File: config.mk
export PLATFORM = sky130hd
export DESIGN_NAME = product_accumulator_flat
export DESIGN_NICKNAME = d
export VERILOG_FILES = /design/src/rtl/product_accumulator_if.sv /design/src/rtl/product_accumulator.sv /design/src/flat_wrapper.sv
export SDC_FILE = /design/constraint.sdc
export NUM_CORES = 1
export LEC_CHECK = 0
export BUFFER_PORTS_ARGS = -buffer_cell sky130_fd_sc_hd__buf_2
export CAP_MARGIN = 15
export CORE_MARGIN = 2
export CORE_UTILIZATION = 55
export CTS_CLUSTER_DIAMETER = 150
export DETAILED_ROUTE_END_ITERATION = 6
export PLACE_DENSITY = 0.81
export SLEW_MARGIN = 20
export SYNTH_ARGS = -nofsm -noshare
export SYNTH_HDL_FRONTEND = slang
export SYNTH_SLANG_ARGS = --single-unit
File: constraint.sdc
create_clock -name clk -period 5.7 [get_ports clk]
set_input_delay 0.57 -clock clk [delete_from_list [all_inputs] [get_ports clk]]
set_output_delay 0.57 -clock clk [all_outputs]
set_load 0.02 [all_outputs]
File: src/rtl/product_accumulator_if.sv
// product_accumulator_if: product intake and result handshake bundle for the accumulate stage
interface product_accumulator_if #(parameter int PW = 64, parameter int AW = 72, parameter int LW = 8);
  logic start;
  logic [LW-1:0] len;
  logic abort;
  logic prod_valid;
  logic [PW-1:0] prod;
  logic prod_ready;
  logic acc_valid;
  logic [AW-1:0] acc;
  logic ovf;
  logic acc_ready;
  logic busy;
  modport master (
    output start, len, abort, prod_valid, prod, acc_ready,
    input prod_ready, acc_valid, acc, ovf, busy
  );
  modport slave (
    input start, len, abort, prod_valid, prod, acc_ready,
    output prod_ready, acc_valid, acc, ovf, busy
  );
endinterface

File: src/rtl/product_accumulator.sv
// product_accumulator: sums a programmed count of unsigned products into a wide accumulator with sticky overflow
module product_accumulator #(parameter int PW = 64, parameter int AW = 72, parameter int LW = 8) (
  input logic clk,
  input logic rst_n,
  product_accumulator_if.slave bus
);
  typedef enum logic [1:0] {IDLE, ACC, DONE} state_t;
  state_t state, state_nxt;
  logic [LW-1:0] cnt;
  logic [AW-1:0] acc_q;
  logic ovf_q;
  logic [AW:0] sum;
  logic launch, xfer;
  assign launch = state == IDLE && bus.start && !bus.abort;
  assign bus.prod_ready = state == ACC && !bus.abort;
  assign xfer = bus.prod_valid && bus.prod_ready;
  assign sum = {1'b0, acc_q} + {{(AW + 1 - PW){1'b0}}, bus.prod};
  assign bus.acc_valid = state == DONE;
  assign bus.busy = state != IDLE;
  assign bus.acc = acc_q;
  assign bus.ovf = ovf_q;
  always_comb begin
    state_nxt = state;
    case (state)
      IDLE: state_nxt = launch ? (bus.len == '0 ? DONE : ACC) : IDLE;
      ACC: state_nxt = bus.abort ? IDLE : (xfer && cnt == LW'(1)) ? DONE : ACC;
      DONE: state_nxt = (bus.abort || bus.acc_ready) ? IDLE : DONE;
      default: state_nxt = IDLE;
    endcase
  end
  always_ff @(posedge clk or negedge rst_n) begin
    if (!rst_n) begin
      state <= IDLE;
      acc_q <= '0;
      ovf_q <= 1'b0;
      cnt <= '0;
    end else begin
      state <= state_nxt;
      if (launch) begin
        acc_q <= '0;
        ovf_q <= 1'b0;
        cnt <= bus.len;
      end else if (xfer) begin
        acc_q <= sum[AW-1:0];
        ovf_q <= ovf_q | sum[AW];
        cnt <= cnt - LW'(1);
      end
    end
  end
endmodule

File: src/flat_wrapper.sv
// flat-port wrapper written by rule: the top's interface ports become plain ports
module product_accumulator_flat 
#(parameter int PW = 64, parameter int AW = 72, parameter int LW = 8)
  (clk, rst_n, bus_start, bus_len, bus_abort, bus_prod_valid, bus_prod, bus_acc_ready, bus_prod_ready, bus_acc_valid, bus_acc, bus_ovf, bus_busy);
  product_accumulator_if #(.PW(PW), .AW(AW), .LW(LW)) bus_i ();
  input logic clk;
  input logic rst_n;
  input wire logic [$bits(bus_i.start)-1:0] bus_start;
  input wire logic [$bits(bus_i.len)-1:0] bus_len;
  input wire logic [$bits(bus_i.abort)-1:0] bus_abort;
  input wire logic [$bits(bus_i.prod_valid)-1:0] bus_prod_valid;
  input wire logic [$bits(bus_i.prod)-1:0] bus_prod;
  input wire logic [$bits(bus_i.acc_ready)-1:0] bus_acc_ready;
  output wire logic [$bits(bus_i.prod_ready)-1:0] bus_prod_ready;
  output wire logic [$bits(bus_i.acc_valid)-1:0] bus_acc_valid;
  output wire logic [$bits(bus_i.acc)-1:0] bus_acc;
  output wire logic [$bits(bus_i.ovf)-1:0] bus_ovf;
  output wire logic [$bits(bus_i.busy)-1:0] bus_busy;
  assign bus_i.start = bus_start;
  assign bus_i.len = bus_len;
  assign bus_i.abort = bus_abort;
  assign bus_i.prod_valid = bus_prod_valid;
  assign bus_i.prod = bus_prod;
  assign bus_i.acc_ready = bus_acc_ready;
  assign bus_prod_ready = bus_i.prod_ready;
  assign bus_acc_valid = bus_i.acc_valid;
  assign bus_acc = bus_i.acc;
  assign bus_ovf = bus_i.ovf;
  assign bus_busy = bus_i.busy;
  product_accumulator #(.PW(PW), .AW(AW), .LW(LW)) u_core (.clk(clk), .rst_n(rst_n), .bus(bus_i));
endmodule
==> run_summary.xml, run 1 <==
<?xml version="1.0" encoding="UTF-8"?>
<metrics>
  <group name="floorplanning">
    <metric name="core_area" unit="µm²">12600</metric>
    <metric name="die_h" unit="µm">118</metric>
    <metric name="fp.dieW" unit="µm">118</metric>
    <metric name="floorplan.initialDensity" unit="">0.562</metric>
    <metric name="row_count" unit="">41</metric>
    <metric name="die-area" unit="µm²">13800</metric>
    <metric name="ios" unit="">154</metric>
  </group>
  <group name="placement">
    <metric name="io_buffers" unit="">153</metric>
    <metric name="place_ws" unit="ns">1.82</metric>
    <metric name="placedInstanceArea" unit="µm²">7960</metric>
    <metric name="gp_weighted_congestion" unit="">0.933</metric>
    <metric name="estimated_wirelength_of_the_detail_placed_design" unit="µm">15000</metric>
  </group>
  <group name="worst_setup_path">
    <metric name="critPathRequiredTime" unit="ns">5.90</metric>
    <metric name="crit_arrival" unit="ns">3.88</metric>
    <metric name="worst_setup_path_end_kind" unit="">register</metric>
    <metric name="critical-path-max-stage-delay" unit="ns">0.59</metric>
    <metric name="crit_slowest_cell" unit="">sky130_fd_sc_hd__nor3_1</metric>
    <metric name="timing.reg2reg.worst_path_depth" unit="">12</metric>
    <metric name="worst_path_dominant_cell_family" unit="">compound AO/OA/AOI/OAI gates</metric>
    <metric name="startpoint_type" unit="">register</metric>
    <metric name="timing.critical_path.depth" unit="">12</metric>
    <metric name="path_max_fanout" unit="">5</metric>
    <metric name="path_cells" unit="">ha_1, fa_1, a211oi_1, nor2_1, o21ai_0, nor3_1, nor3_1, o31ai_2, a211o_1, a21oi_1, xor2_1, o21ai_0</metric>
    <metric name="cp.buffers_inverters" unit="">0</metric>
    <metric name="crit_type" unit="">reg -&gt; reg</metric>
  </group>
  <group name="cts">
    <metric name="cts_num_sinks" unit="">83</metric>
    <metric name="total_cts_buffers" unit="">9</metric>
    <metric name="post_cts.repair.setup_buffers" unit="">0</metric>
    <metric name="cts.path.max_buffers" unit="">2</metric>
    <metric name="cts_hold_buf" unit="">0</metric>
    <metric name="clock_insertion_delay_worst_skew" unit="ns">0.36</metric>
    <metric name="postCtsResizedCells" unit="">0</metric>
    <metric name="cts_root_buffer" unit="">sky130_fd_sc_hd__clkbuf_16</metric>
    <metric name="cts_tree" unit="">yes</metric>
    <metric name="clk_pin_slew_worst_setup_hold_paths" unit="ns">0.07</metric>
    <metric name="htreeDepth" unit="">3</metric>
  </group>
  <group name="synthesis">
    <metric name="netlist_top_cells_count" unit="">sky130_fd_sc_hd__nand2_1, sky130_fd_sc_hd__o21ai_0, sky130_fd_sc_hd__a21oi_1</metric>
    <metric name="synth_top_family_by_area" unit="">compound AO/OA/AOI/OAI gates</metric>
    <metric name="synth-compound-area-share" unit="">0.284</metric>
    <metric name="syn-mean-instance-area" unit="µm²">7.95</metric>
    <metric name="postSynth.topFlopCell" unit="">sky130_fd_sc_hd__dfrtp_1</metric>
    <metric name="async_reset_ff_frac" unit="">1.00</metric>
    <metric name="seq_area_frac_synth" unit="">0.293</metric>
    <metric name="synthDistinctLibCells" unit="">71</metric>
    <metric name="post-synth-top-area-cell" unit="">sky130_fd_sc_hd__dfrtp_1</metric>
    <metric name="synth_warnings" unit="">0</metric>
    <metric name="post-synth-top-count-cell" unit="">sky130_fd_sc_hd__nand2_1</metric>
    <metric name="count_of_flip_flops_with_a_built_in_enable_after_synthesis" unit="">0</metric>
    <metric name="synth-adder-area-share" unit="">0.119</metric>
    <metric name="muxShareOfSynthArea" unit="">0.00705</metric>
    <metric name="synth_xor_area_frac" unit="">0.0741</metric>
    <metric name="post_synthesis_cell_area" unit="µm²">7100</metric>
    <metric name="synth_largest_type_area_fraction" unit="">0.293</metric>
    <metric name="netlist_top_cells_area" unit="">sky130_fd_sc_hd__dfrtp_1, sky130_fd_sc_hd__ha_1, sky130_fd_sc_hd__nand2_1, sky130_fd_sc_hd__o21ai_0, sky130_fd_sc_hd__a21oi_1</metric>
    <metric name="postSynthCellCount" unit="">893</metric>
    <metric name="synth_simple_gate_area_share" unit="">0.187</metric>
    <metric name="synth_nets" unit="">1038</metric>
    <metric name="ys_seq_elements" unit="">83</metric>
  </group>
  <group name="pwr">
    <metric name="power.ir.vdd_worst" unit="V">0.000208</metric>
    <metric name="sequentialPowerShare" unit="">0.258</metric>
    <metric name="power_frac_comb" unit="">0.555</metric>
    <metric name="clock_power_share" unit="">0.186</metric>
    <metric name="total_power_per_unit_cell_area" unit="nW/µm²">405</metric>
    <metric name="leakage" unit="nW">4.07</metric>
    <metric name="switching_share" unit="">0.464</metric>
    <metric name="switchingPower" unit="mW">1.56</metric>
    <metric name="p_int" unit="mW">1.80</metric>
  </group>
  <group name="route">
    <metric name="drt-initial-drc-count" unit="">491</metric>
    <metric name="route.final.wire_length" unit="µm">19700</metric>
    <metric name="postRouteAntennaNets" unit="">0</metric>
    <metric name="vias" unit="">7220</metric>
    <metric name="firstDrtPassIters" unit="">7</metric>
    <metric name="viasPerCell" unit="">6.02</metric>
    <metric name="post_drt_wl_per_cell" unit="µm">16.4</metric>
    <metric name="route.detailed.drc" unit="">0</metric>
  </group>
  <group name="sta">
    <metric name="fin_skew" unit="ns">0.00820</metric>
    <metric name="finalSetupViolations" unit="">0</metric>
    <metric name="slew_headroom" unit="">0.464</metric>
    <metric name="fin_crit_sh" unit="">0.645</metric>
    <metric name="final_critical_path_setup_slack" unit="ns">2.02</metric>
    <metric name="setup_tns" unit="ns">0</metric>
    <metric name="grt_setup_unrepaired" unit="">false</metric>
    <metric name="worst-slew-pin-transition" unit="ns">0.804</metric>
    <metric name="timing_hold_violations_final" unit="">0</metric>
    <metric name="slew_viol_final" unit="">0</metric>
    <metric name="final.min_clock_period" unit="ns">3.68</metric>
    <metric name="max_freq" unit="MHz">272</metric>
  </group>
  <group name="cells_and_area">
    <metric name="num_antenna_cells" unit="">0</metric>
    <metric name="drive_gt1_frac" unit="">0.186</metric>
    <metric name="area_growth_syn_to_layout" unit="%">16.6</metric>
    <metric name="n_fill_cell" unit="">1153</metric>
    <metric name="fin_nets" unit="">1167</metric>
    <metric name="design_area" unit="µm²">8270</metric>
    <metric name="final_core_utilization" unit="">0.656</metric>
  </group>
  <group name="run">
    <metric name="drv_cap" unit="">0</metric>
  </group>
  <group name="global_routing">
    <metric name="grt_antenna_before_repair" unit="">0</metric>
    <metric name="groute.usage.overall" unit="">0.288</metric>
    <metric name="grt_start_max_net_pins" unit="">67</metric>
    <metric name="grt_overflow" unit="">0</metric>
    <metric name="grt_first_pass_wirelength" unit="µm">33200</metric>
    <metric name="grt_pass1_vias" unit="">6897</metric>
  </group>
  <group name="min_path">
    <metric name="min-delay-path-class" unit="">in -&gt; async</metric>
  </group>
  <group name="status">
    <metric name="outcome" unit="">completed</metric>
  </group>
</metrics>
[power groups by stage]
stage / Sequential [mW] / Combinational, mW / Clock (mW)
4_1_cts: 0.865 / 1.84 / 0.635
5_1_grt: 0.886 / 2.06 / 0.656
3_3_place_gp: 0.871 / 1.80 / 0
3_5_place_dp: 0.873 / 1.83 / 0
6_report: 0.866 / 1.86 / 0.624
2_1_floorplan: 1.00 / 1.21 / 0
[per-stage QoR]
| step | total power, mW | std cells | hold WS [ns] |
|---|---|---|---|
| 5_1_grt | 3.60 | 1199 | 0.130 |
| 4_1_cts | 3.34 | 1199 | 0.114 |
| 2_1_floorplan | 2.21 | 893 | 0.274 |
| 6_report | 3.35 | 1199 | 0.104 |
| 3_5_place_dp | 2.70 | 1183 | 0.481 |
| 3_3_place_gp | 2.68 | 1183 | 0.462 |
[path summary, 6_finish.rpt]
kind	start	to	slack (ns)
max in group asynchronous	rst_n	u_core.bus.acc[62]$_DFFE_PN0P_	4.50
hold / removal	rst_n	u_core.bus.acc[38]$_DFFE_PN0P_	0.10
min in group clk	bus_len[4]	u_core.cnt[4]$_DFFE_PN0P_	0.43
setup reg to reg	u_core.bus.acc[0]$_DFFE_PN0P_	u_core.bus.acc[56]$_DFFE_PN0P_	2.02
setup / recovery	u_core.bus.acc[0]$_DFFE_PN0P_	u_core.bus.acc[56]$_DFFE_PN0P_	2.02
hold reg to reg	u_core.bus.ovf$_DFFE_PN0P_	u_core.bus.ovf$_DFFE_PN0P_	0.49
[routing by layer]
metal / part of all wire / track usage / vias up / wire length (µm)
li1: - / - / 3529 / -
met1: 0.46 / 0.392 / 3386 / 8980
met2: 0.46 / 0.467 / 276 / 9120
met3: 0.061 / 0.0441 / 29 / 1210
met4: 0.020 / 0.105 / 0 / 395
met5: 0 / 0 / - / 0
[cell families after synthesis]
family	count (synthesis)
AOI/OAI and AO/OA	323
xor gates and xnor gates	60
adders and majority gates	67
buffers and inverters	64
DFF	83
muxes	5
and+or+nand+nor	291
[cell type report]
class                   instances  area (µm²)  share of cell area
inverters                      25        93.8              0.0113
flip-flops and latches         83        2080               0.251
clock buffers                  10         239              0.0289
well taps                     172         215              0.0260
repair buffers                157         798              0.0965
multi-input cells             746        4780               0.578
clock inverters                 6        71.3             0.00862
[state kept, by name (all words and copies together), names as in the netlist]
name	count
u_core.bus.acc	72
u_core.cnt	8
u_core.state	2
u_core.bus.ovf	1
[placed cells by master (no fill, tap or decap), drive strengths merged, types with 3 or more instances in the layout]
| cell type | n |
|---|---|
| a21o | 23 |
| nand4 | 16 |
| nor2 | 56 |
| dfrtp | 83 |
| or3 | 7 |
| and4 | 3 |
| xnor2 | 36 |
| o21a | 5 |
| inv | 28 |
| clkbuf | 10 |
| a221o | 3 |
| a221oi | 3 |
| o211ai | 12 |
| nand2 | 146 |
| and3 | 6 |
| o21ai | 107 |
| nor4 | 3 |
| and2 | 4 |
| mux2i | 5 |
| a31oi | 13 |
| buf | 157 |
| nor2b | 4 |
| a211oi | 8 |
| o2111ai | 4 |
| o311ai | 4 |
| a22o | 5 |
| nor3b | 3 |
| a21oi | 86 |
| xor2 | 24 |
| nor3 | 10 |
| o21bai | 18 |
| or4 | 3 |
| nand2b | 4 |
| ha | 66 |
| or2 | 3 |
| o31ai | 10 |
| nand3 | 19 |
(Power assumes the default switching activity.)
==> run 2, diff against run 1 <==
--- a/config.mk
+++ b/config.mk
@@ -8,10 +8,10 @@
 export BUFFER_PORTS_ARGS = -buffer_cell sky130_fd_sc_hd__buf_2
 export CAP_MARGIN = 15
 export CORE_MARGIN = 2
-export CORE_UTILIZATION = 55
+export CORE_UTILIZATION = 51
 export CTS_CLUSTER_DIAMETER = 150
 export DETAILED_ROUTE_END_ITERATION = 6
-export PLACE_DENSITY = 0.81
+export PLACE_DENSITY = 0.79
 export SLEW_MARGIN = 20
 export SYNTH_ARGS = -nofsm -noshare
 export SYNTH_HDL_FRONTEND = slang
==> constraint.sdc (replaced) <==
create_clock -name clk -period 3.2 [get_ports clk]
set_input_delay 0.32 -clock clk [delete_from_list [all_inputs] [get_ports clk]]
set_output_delay 0.32 -clock clk [all_outputs]
set_load 0.02 [all_outputs]
==> run 2 against run 1 <==
Against the previous run:
- first-iteration DRC count is 15% higher
- largest power group unchanged
- critical endpoint is now u_core.bus.acc[70]$_DFFE_PN0P_
- clock skew decreased by 0.0028 ns
- final area up 6.7%
==> run_summary.xml, run 2 (synthesis gave the netlist of run 1 again) <==
<?xml version="1.0" encoding="UTF-8"?>
<metrics>
  <group name="min_path">
    <metric name="min-delay-path-class" unit="">in -&gt; async</metric>
  </group>
  <group name="placement">
    <metric name="io_buffers" unit="">153</metric>
    <metric name="estimated_wirelength_of_the_detail_placed_design" unit="µm">16300</metric>
    <metric name="gp_weighted_congestion" unit="">0.938</metric>
    <metric name="cell_count_post_placement" unit="">1246</metric>
    <metric name="placedInstanceArea" unit="µm²">8390</metric>
  </group>
  <group name="pwr">
    <metric name="switchingPower" unit="mW">2.91</metric>
    <metric name="clock_power_share" unit="">0.167</metric>
    <metric name="total_power_per_unit_cell_area" unit="nW/µm²">712</metric>
    <metric name="power.ir.vdd_worst" unit="V">0.000339</metric>
    <metric name="p_int" unit="mW">3.38</metric>
    <metric name="power_frac_comb" unit="">0.586</metric>
    <metric name="sequentialPowerShare" unit="">0.246</metric>
    <metric name="switching_share" unit="">0.462</metric>
    <metric name="leakage" unit="nW">4.35</metric>
  </group>
  <group name="cts">
    <metric name="clock_insertion_delay_worst_skew" unit="ns">0.36</metric>
    <metric name="cts.path.max_buffers" unit="">2</metric>
    <metric name="cts_tree" unit="">yes</metric>
    <metric name="clk_pin_slew_worst_setup_hold_paths" unit="ns">0.07</metric>
    <metric name="cts_root_buffer" unit="">sky130_fd_sc_hd__clkbuf_16</metric>
    <metric name="htreeDepth" unit="">3</metric>
    <metric name="total_cts_buffers" unit="">9</metric>
    <metric name="cts_hold_buf" unit="">0</metric>
    <metric name="cts_num_sinks" unit="">83</metric>
  </group>
  <group name="route">
    <metric name="vias" unit="">7485</metric>
    <metric name="post_drt_wl_per_cell" unit="µm">16.9</metric>
    <metric name="viasPerCell" unit="">5.92</metric>
    <metric name="route.detailed.drc" unit="">0</metric>
    <metric name="drt-initial-drc-count" unit="">567</metric>
    <metric name="postRouteAntennaNets" unit="">0</metric>
    <metric name="route.final.wire_length" unit="µm">21400</metric>
    <metric name="firstDrtPassIters" unit="">5</metric>
  </group>
  <group name="sta">
    <metric name="slew_headroom" unit="">0.477</metric>
    <metric name="fin_skew" unit="ns">0.00537</metric>
    <metric name="timing_hold_violations_final" unit="">0</metric>
    <metric name="worst-slew-pin-transition" unit="ns">0.784</metric>
    <metric name="finalSetupViolations" unit="">0</metric>
    <metric name="final.min_clock_period" unit="ns">3.11</metric>
    <metric name="max_freq" unit="MHz">322</metric>
    <metric name="grt_setup_unrepaired" unit="">true</metric>
    <metric name="slew_viol_final" unit="">0</metric>
    <metric name="fin_crit_sh" unit="">0.971</metric>
  </group>
  <group name="global_routing">
    <metric name="grt_first_pass_wirelength" unit="µm">34600</metric>
    <metric name="groute.usage.overall" unit="">0.290</metric>
    <metric name="grt_start_max_net_pins" unit="">84</metric>
    <metric name="grt_pass1_vias" unit="">7103</metric>
    <metric name="grt_antenna_before_repair" unit="">0</metric>
    <metric name="grt_overflow" unit="">0</metric>
  </group>
  <group name="cells_and_area">
    <metric name="flip_flop_count_of_the_largest_register_after_layout" unit="">72</metric>
    <metric name="design_area" unit="µm²">8830</metric>
    <metric name="most_common_library_cell_in_the_layout_ignoring_fill_and_taps" unit="">sky130_fd_sc_hd__buf_2</metric>
    <metric name="area_growth_syn_to_layout" unit="%">24.5</metric>
    <metric name="post_route_non_filler_standard_cell_count" unit="">1265</metric>
    <metric name="num_antenna_cells" unit="">0</metric>
    <metric name="n_fill_cell" unit="">1224</metric>
    <metric name="drive_gt1_frac" unit="">0.247</metric>
    <metric name="fin_nets" unit="">1225</metric>
    <metric name="most-common-layout-cells" unit="">sky130_fd_sc_hd__buf_2, sky130_fd_sc_hd__nand2_1, sky130_fd_sc_hd__o21ai_0, sky130_fd_sc_hd__a21oi_1, sky130_fd_sc_hd__dfrtp_1</metric>
  </group>
  <group name="floorplanning">
    <metric name="core_area" unit="µm²">13700</metric>
    <metric name="ios" unit="">154</metric>
    <metric name="die-area" unit="µm²">14900</metric>
    <metric name="fp.dieW" unit="µm">122</metric>
    <metric name="floorplan.initialDensity" unit="">0.517</metric>
    <metric name="row_count" unit="">43</metric>
    <metric name="die_h" unit="µm">122</metric>
  </group>
  <group name="worst_setup_path">
    <metric name="startpoint_type" unit="">register</metric>
    <metric name="crit_slowest_cell" unit="">sky130_fd_sc_hd__or4_4</metric>
    <metric name="critical-path-max-stage-delay" unit="ns">0.55</metric>
    <metric name="path_max_fanout" unit="">6</metric>
    <metric name="regToRegStartpoint" unit="">u_core.bus.acc[16]$_DFFE_PN0P_</metric>
    <metric name="timing.critical_path.from" unit="">u_core.bus.acc[16]$_DFFE_PN0P_</metric>
    <metric name="worst_setup_path_end_kind" unit="">register</metric>
    <metric name="timing.reg2reg.worst_path_depth" unit="">10</metric>
    <metric name="crit_type" unit="">reg -&gt; reg</metric>
    <metric name="crit_arrival" unit="ns">3.39</metric>
    <metric name="critPathRequiredTime" unit="ns">3.48</metric>
    <metric name="path_cells" unit="">ha_2, nand4_2, or4_4, a211oi_2, o211ai_2, nand2_2, a31oi_2, o31a_1, or4_1, a21oi_1</metric>
  </group>
  <group name="status">
    <metric name="outcome" unit="">completed</metric>
  </group>
  <group name="run">
    <metric name="drv_cap" unit="">0</metric>
  </group>
</metrics>
run 2: critical path: cells and delay by family (launching register included):
family,cells,cell delay [ns]
AO/OA/AOI/OAI,5,0.96
adder cells (fa/ha/maj),1,0.38
flip-flops,1,0.40
AND/OR/NAND/NOR,4,1.30
run 2: layout make-up:
cell class                 instances  area [µm²]  share of cell area
sequential                        83        2080               0.235
multi-input combinational        746        4910               0.556
clock buffer                      12         256              0.0290
timing repair buffer             215        1240               0.140
tap                              180         225              0.0255
inverter                          25        93.8              0.0106
clock inverter                     4        35.0             0.00397
run 2: what timing repair did:
item                       in CTS  in global routing
setup endpoints to repair       3                 18
gates resized for setup         5                 22
pin swaps                       0                  4
hold endpoints to repair        0                  0
buffers inserted                0                  3
run 2: through the flow:
stage	utilization	total power, mW	hold WS, ns	worst slack (ns)	setup TNS, ns
final	0.644	6.29	0.0311	0.0932	0
after global routing	0.644	6.73	0.0927	-0.0267	-0.0671
after CTS	0.634	6.17	0.197	0.00653	0
after detailed placement	0.612	5.09	0.466	-0.0500	-0.109
after global placement	0.612	5.03	0.486	0.0275	0
after floorplan	-	3.94	0.0244	0.102	0
run 2: metal layers:
metal	global-route usage	up-vias	part of all wire
met3	0.0524	47	0.064
li1	-	3642	-
met5	0	-	0
met1	0.400	3503	0.45
met4	0.0927	0	0.025
met2	0.461	293	0.46
run 2: path summary, 6_finish.rpt:
kind	endpoint	slack (ns)
worst max register to register	u_core.bus.acc[70]$_DFFE_PN0P_	0.09
max in group asynchronous	u_core.bus.acc[61]$_DFFE_PN0P_	2.65
min in group clk	u_core.cnt[4]$_DFFE_PN0P_	0.20
worst max-delay path	u_core.bus.acc[70]$_DFFE_PN0P_	0.09
worst min register to register	u_core.bus.ovf$_DFFE_PN0P_	0.49
worst min-delay path	u_core.bus.acc[37]$_DFFE_PN0P_	0.03
run 2: power by group through the flow:
stage / combinational [mW] / clock, mW / sequential, mW
after global routing: 4.04 / 1.10 / 1.58
after global placement: 3.49 / 0 / 1.54
final: 3.69 / 1.05 / 1.55
after CTS: 3.57 / 1.06 / 1.54
after detailed placement: 3.53 / 0 / 1.55
after floorplan: 2.15 / 0 / 1.79
